===== src/rtl/mem_port_arbiter.sv =====
// Arbitrates one memory port between instruction fetch and load/store, with one
// outstanding transaction, response routing and stale-fetch suppression.
module mem_port_arbiter #(
   parameter int ADDR_W       = 32,
   parameter int DATA_W       = 32,
   parameter int STARVE_LIMIT = 4
) (
   input  logic              clk_i,
   input  logic              rst_i,
   input  logic              if_req_i,
   input  logic [ADDR_W-1:0] if_addr_i,
   input  logic              if_flush_i,
   output logic              if_gnt_o,
   output logic              if_rvalid_o,
   output logic [DATA_W-1:0] if_rdata_o,
   input  logic              d_req_i,
   input  logic              d_we_i,
   input  logic [ADDR_W-1:0] d_addr_i,
   input  logic [DATA_W-1:0] d_wdata_i,
   input  logic [3:0]        d_be_i,
   output logic              d_gnt_o,
   output logic              d_rvalid_o,
   output logic [DATA_W-1:0] d_rdata_o,
   output logic              mem_req_o,
   output logic              mem_we_o,
   output logic [ADDR_W-1:0] mem_addr_o,
   output logic [DATA_W-1:0] mem_wdata_o,
   output logic [3:0]        mem_be_o,
   input  logic              mem_gnt_i,
   input  logic              mem_rvalid_i,
   input  logic [DATA_W-1:0] mem_rdata_i,
   output logic              busy_o,
   output logic              protocol_err_o
);

   localparam int CNT_W = $clog2(STARVE_LIMIT + 1);
   localparam logic [CNT_W-1:0] CNT_MAX = CNT_W'(STARVE_LIMIT);
   localparam logic OWN_IF = 1'b0;
   localparam logic OWN_D  = 1'b1;

   typedef enum logic [1:0] {S_IDLE, S_REQ, S_RESP} state_t;

   state_t            r_state;
   logic              r_owner;
   logic              r_drop;
   logic [CNT_W-1:0]  r_starve_cnt;
   logic              r_if_gnt, r_d_gnt, r_if_rvalid, r_d_rvalid;
   logic [DATA_W-1:0] r_if_rdata, r_d_rdata;
   logic              r_mem_req, r_mem_we;
   logic [ADDR_W-1:0] r_mem_addr;
   logic [DATA_W-1:0] r_mem_wdata;
   logic [3:0]        r_mem_be;
   logic              r_protocol_err;

   logic w_if_elig, w_starved, w_pick_d, w_pick_if, w_if_kill;

   // A flush in the sampling cycle makes the fetch ineligible so the stale PC is never issued.
   assign w_if_elig = if_req_i & ~if_flush_i;
   assign w_starved = (r_starve_cnt == CNT_MAX) & w_if_elig;
   assign w_pick_d  = d_req_i & ~w_starved;
   assign w_pick_if = w_if_elig & ~w_pick_d;
   assign w_if_kill = r_drop | if_flush_i;

   always_ff @(posedge clk_i) begin
      if (!rst_i) begin
         r_state        <= S_IDLE;
         r_owner        <= OWN_IF;
         r_drop         <= 1'b0;
         r_starve_cnt   <= '0;
         r_if_gnt       <= 1'b0;
         r_d_gnt        <= 1'b0;
         r_if_rvalid    <= 1'b0;
         r_d_rvalid     <= 1'b0;
         r_if_rdata     <= '0;
         r_d_rdata      <= '0;
         r_mem_req      <= 1'b0;
         r_mem_we       <= 1'b0;
         r_mem_addr     <= '0;
         r_mem_wdata    <= '0;
         r_mem_be       <= 4'h0;
         r_protocol_err <= 1'b0;
      end else begin
         // NOTE: pulses default low here and are overridden below; with <= the last write wins cleanly.
         r_if_gnt    <= 1'b0;
         r_d_gnt     <= 1'b0;
         r_if_rvalid <= 1'b0;
         r_d_rvalid  <= 1'b0;

         if (mem_rvalid_i && r_state != S_RESP) r_protocol_err <= 1'b1;

         case (r_state)
            S_IDLE: begin
               if (w_pick_d) begin
                  r_owner     <= OWN_D;
                  r_d_gnt     <= 1'b1;
                  r_mem_req   <= 1'b1;
                  r_mem_we    <= d_we_i;
                  r_mem_addr  <= d_addr_i;
                  r_mem_wdata <= d_wdata_i;
                  r_mem_be    <= d_be_i;
                  r_drop      <= 1'b0;
                  r_state     <= S_REQ;
                  if (!if_req_i)                r_starve_cnt <= '0;
                  else if (r_starve_cnt != CNT_MAX) r_starve_cnt <= r_starve_cnt + CNT_W'(1);
               end else if (w_pick_if) begin
                  r_owner      <= OWN_IF;
                  r_if_gnt     <= 1'b1;
                  r_mem_req    <= 1'b1;
                  r_mem_we     <= 1'b0;
                  r_mem_addr   <= if_addr_i;
                  r_mem_wdata  <= '0;
                  r_mem_be     <= 4'hF;
                  r_drop       <= 1'b0;
                  r_starve_cnt <= '0;
                  r_state      <= S_REQ;
               end
            end
            S_REQ: begin
               if (if_flush_i && r_owner == OWN_IF) r_drop <= 1'b1;
               if (mem_gnt_i) begin
                  r_mem_req <= 1'b0;
                  r_state   <= S_RESP;
               end
            end
            S_RESP: begin
               if (mem_rvalid_i) begin
                  r_state <= S_IDLE;
                  if (r_owner == OWN_D) begin
                     r_d_rdata  <= mem_rdata_i;
                     r_d_rvalid <= 1'b1;
                  end else if (!w_if_kill) begin
                     r_if_rdata  <= mem_rdata_i;
                     r_if_rvalid <= 1'b1;
                  end
               end else if (if_flush_i && r_owner == OWN_IF) begin
                  r_drop <= 1'b1;
               end
            end
            default: r_state <= S_IDLE;
         endcase
      end
   end

   assign if_gnt_o       = r_if_gnt;
   assign if_rvalid_o    = r_if_rvalid;
   assign if_rdata_o     = r_if_rdata;
   assign d_gnt_o        = r_d_gnt;
   assign d_rvalid_o     = r_d_rvalid;
   assign d_rdata_o      = r_d_rdata;
   assign mem_req_o      = r_mem_req;
   assign mem_we_o       = r_mem_we;
   assign mem_addr_o     = r_mem_addr;
   assign mem_wdata_o    = r_mem_wdata;
   assign mem_be_o       = r_mem_be;
   assign busy_o         = (r_state != S_IDLE);
   assign protocol_err_o = r_protocol_err;

endmodule


===== config.mk =====
export PLATFORM = sky130hd
export DESIGN_NAME = mem_port_arbiter
export DESIGN_NICKNAME = d
export VERILOG_FILES = /design/src/rtl/mem_port_arbiter.sv
export SDC_FILE = /design/constraint.sdc
export NUM_CORES = 1
export LEC_CHECK = 0
export CORE_UTILIZATION = 43
export CTS_CLUSTER_DIAMETER = 40
export DETAILED_ROUTE_END_ITERATION = 16
export HOLD_SLACK_MARGIN = 0.05
export MAX_ROUTING_LAYER = met4
export PLACE_DENSITY = 0.93
export SETUP_SLACK_MARGIN = 0.05
export SYNTH_ARGS = -nofsm -noshare
export SYNTH_HDL_FRONTEND = slang
export SYNTH_SLANG_ARGS = --single-unit

===== constraint.sdc =====
create_clock -name clk_i -period 2.9 [get_ports clk_i]
set_input_delay 0.435 -clock clk_i [delete_from_list [all_inputs] [get_ports clk_i]]
set_output_delay 0.435 -clock clk_i [all_outputs]
set_load 0.01 [all_outputs]

==> results_dict.tcl <==
set metrics [dict create \
    status "finished clean" \
    finalCriticalPeriod_ns 2.272 \
    hold_path_class "register to register" \
    area_growth_syn_to_layout_pct 62.07 \
    crit_path_start_kind "register" \
    cellInternalPower_uw 4437 \
    worst_ep_required_time_ns 2.47 \
    synth_sequential_area_ratio_pct 52.99 \
    route.detailed.drc 0 \
    clock-skew-final_ns 0.01067 \
    synthesis.yosys.warnings 0 \
    die_y_um 115.3 \
    setup_violations 0 \
    post-dp-hpwl_um 12040 \
    worst_setup_hold_path_clk_slew_ns 0.06 \
    clock-sinks 146 \
    multi_input_area_um2 2298 \
    p_total_uw 6334 \
    final.hold.worst_slack_ns 0.4519 \
    antenna_left 0 \
    worstSetupEndpointType "output port" \
    vias_per_cell 5.262 \
    netlist.area_leader.share_pct 52.99 \
    ys_ff_latch 146 \
    routed-via-count 5757 \
    ys_async_sr_fraction_pct 0 \
    tns_ns 0 \
    peak_supply_drop_mv 0.4286 \
    critical_path_buf_inv_count 3 \
    number_of_antenna_violations_at_the_first_check_in_global_routing 0 \
    reported_net_switching_power_uw 1897 \
    maxCapViolations 0 \
    cts_hold_buf 0 \
    fmax_mhz 440.1 \
    boundaryPins 280 \
    cp_slowest_cell "sky130_fd_sc_hd__clkdlybuf4s50_1" \
    gr-usage-all-layers_pct 26.59 \
    finalWeightedCongestion 0.7840 \
    clock-root-buffer "sky130_fd_sc_hd__clkbuf_16" \
    pin_count_of_the_biggest_net_entering_global_routing 64 \
    p_clk_share_pct 33.1 \
    power_density_nw_per_um2 708.6 \
    p_leak_uw 0.003206 \
    post_synth.cell_area_avg_um2 8.395 \
    dominantRegCellSynth "sky130_fd_sc_hd__dfxtp_1" \
    cts_htree_levels 4 \
    core_region_area_um2 12570 \
    worst-slew-pin-transition_ns 0.5627 \
    critical_path.max_stage_delay_ns 0.57 \
    start_util_pct 43.88 \
    yosysUniqueCellTypes 39 \
    path_delay_family "buffers and inverters" \
    buffer_count_from_post_cts_setup_fixing 0 \
    cp_cell_sequence "inv_1 > ha_1 > inv_1 > clkdlybuf4s50_1" \
    wire_per_inst_um 16.05 \
    cp.arrival_ns 1.84 \
    postSynthCellCount 657 \
    area_leader_netlist "sky130_fd_sc_hd__dfxtp_1" \
    final_core_util_pct 71.12 \
    synth.cell_area_um2 5515 \
    seqCellArea_um2 2923 \
    layout-drive-gt1-share_pct 5.857 \
    criticalPathCategory "register to output port" \
    cts-buffers-inserted 17 \
    num-fill-cells 933 \
    layout.nets 1059 \
    floorplan.die.width_um 115.3 \
    routed_wl_um 17560 \
    die_area_um2 13280 \
    timing.max_slew.rel_slack_pct 62.41 \
    ctsResizeCount 0 \
    switching_share_pct 29.94 \
    io_buffers 279 \
    synth-edff-count 0 \
    worst_skew_pair.late_latency_ns 0.41 \
    comb_power_share_pct 28.6 \
    rrSetupSlack_ns 0.88 \
    tritoncts_clock_tree "done" \
    cts_buffer_depth 2 \
    synthMostInstantiatedCell "sky130_fd_sc_hd__nand2_1" \
    syn-num-nets 805 \
    grt_pass1_wl_um 26460 \
    synth_top_cells_by_count "167 x sky130_fd_sc_hd__nand2_1, 146 x sky130_fd_sc_hd__dfxtp_1, 131 x sky130_fd_sc_hd__a21oi_1" \
    path_common_cell "sky130_fd_sc_hd__inv_1" \
    grt_pass1_vias 5392 \
    layout_worst_path_cycle_share_pct 78.35 \
    core.rowCount 41 \
    slew_violations 0 \
    finalHoldViolations 0 \
    diodes 0 \
    grt_remaining_overflow 0 \
    pwr-share-seq_pct 38.4 \
    drt-pass1-iter-count 7 \
    crit_fanout 5 \
    rsz0062_at_grt "no" \
    synth.area.top_cells "sky130_fd_sc_hd__dfxtp_1 53%, sky130_fd_sc_hd__a21oi_1 12%, sky130_fd_sc_hd__nand2_1 11%, sky130_fd_sc_hd__a32oi_1 5.2%, sky130_fd_sc_hd__nor2_1 2.8%" \
    drt_iter0_drc 525 \
]
==> state kept, by name (all words and copies together), names as in the netlist, 2 cells and up <==
name          flops
mem_addr_o       32
r_starve_cnt      3
d_rdata_o        32
if_rdata_o       32
mem_be_o          4
r_state           2
mem_wdata_o      32
==> cell usage in the layout (no fill, tap or decap), types with 3 or more instances in the layout <==
master                            netlist  layout
sky130_fd_sc_hd__a21oi_1              131     131
sky130_fd_sc_hd__a32oi_1               33      33
sky130_fd_sc_hd__buf_4                  4      11
sky130_fd_sc_hd__clkbuf_16              0      17
sky130_fd_sc_hd__clkdlybuf4s50_1        0     279
sky130_fd_sc_hd__clkinv_2               0       5
sky130_fd_sc_hd__dfxtp_1              146     146
sky130_fd_sc_hd__ha_1                   8       8
sky130_fd_sc_hd__inv_1                  6       6
sky130_fd_sc_hd__mux2i_1                3       3
sky130_fd_sc_hd__nand2_1              167     167
sky130_fd_sc_hd__nor2_1                41      41
sky130_fd_sc_hd__o21ai_0               28      28
sky130_fd_sc_hd__o21ai_1                5       5
sky130_fd_sc_hd__o221a_2                5       5
==> power by group through the flow <==
stage / clock network [uW] / registers [uW] / logic (uW)
6_report: 2090 / 2430 / 1810
2_1_floorplan: 0 / 2560 / 784
3_3_place_gp: 0 / 2460 / 1750
4_1_cts: 2120 / 2430 / 1800
5_1_grt: 2200 / 2460 / 1950
3_5_place_dp: 0 / 2460 / 1790
==> stage by stage <==
stage / area, um2 / setup WS (ns) / cells
after floorplan: 5515 / 1.229 / 657
after global placement: 8379 / 0.5278 / 1064
after detailed placement: 8379 / 0.3937 / 1064
after CTS: 8939 / 0.6009 / 1094
after global routing: 8939 / 0.5174 / 1094
final: 8939 / 0.6279 / 1094
==> worst paths after layout <==
kind,cells after the start,start,endpoint
worst max-delay path,4,r_state[0],busy_o
worst min-delay path,2,if_rdata_o[21],if_rdata_o[21]
worst max register to register,7,r_state[0],mem_addr_o[19]
worst min register to register,2,if_rdata_o[21],if_rdata_o[21]
==> layer usage <==
metal,global-route usage (%),part of all wire (%),up-vias
li1,-,-,2756
met1,29.88,41,2707
met2,44.22,49,263
met3,7.486,7.7,31
met4,11.34,2.1,0
met5,-,0,-
==> cell type report <==
class,instances,area share [%]
Inverter,7,0.3080
Clock inverter,10,1.260
Timing Repair Buffer,292,32.61
Sequential cell,146,32.70
Tap cell,172,2.408
Multi-Input combinational cell,447,25.71
Clock buffer,20,4.997
==> worst min-delay path, stage by stage (launching register included) <==
cell,delay (ns)
sky130_fd_sc_hd__dfxtp_1,0.31
sky130_fd_sc_hd__nand2_1,0.05
sky130_fd_sc_hd__a21oi_1,0.05
==> cell families after synthesis <==
family | count (synthesis) | synth area share (%)
compound gates | 212 | 22.75
simple gates | 224 | 16.24
flops | 146 | 52.99
buf+inv | 64 | 5.649
fa+ha+maj | 8 | 1.815
mux | 3 | 0.5445
Power figures use the tool's default switching activity.
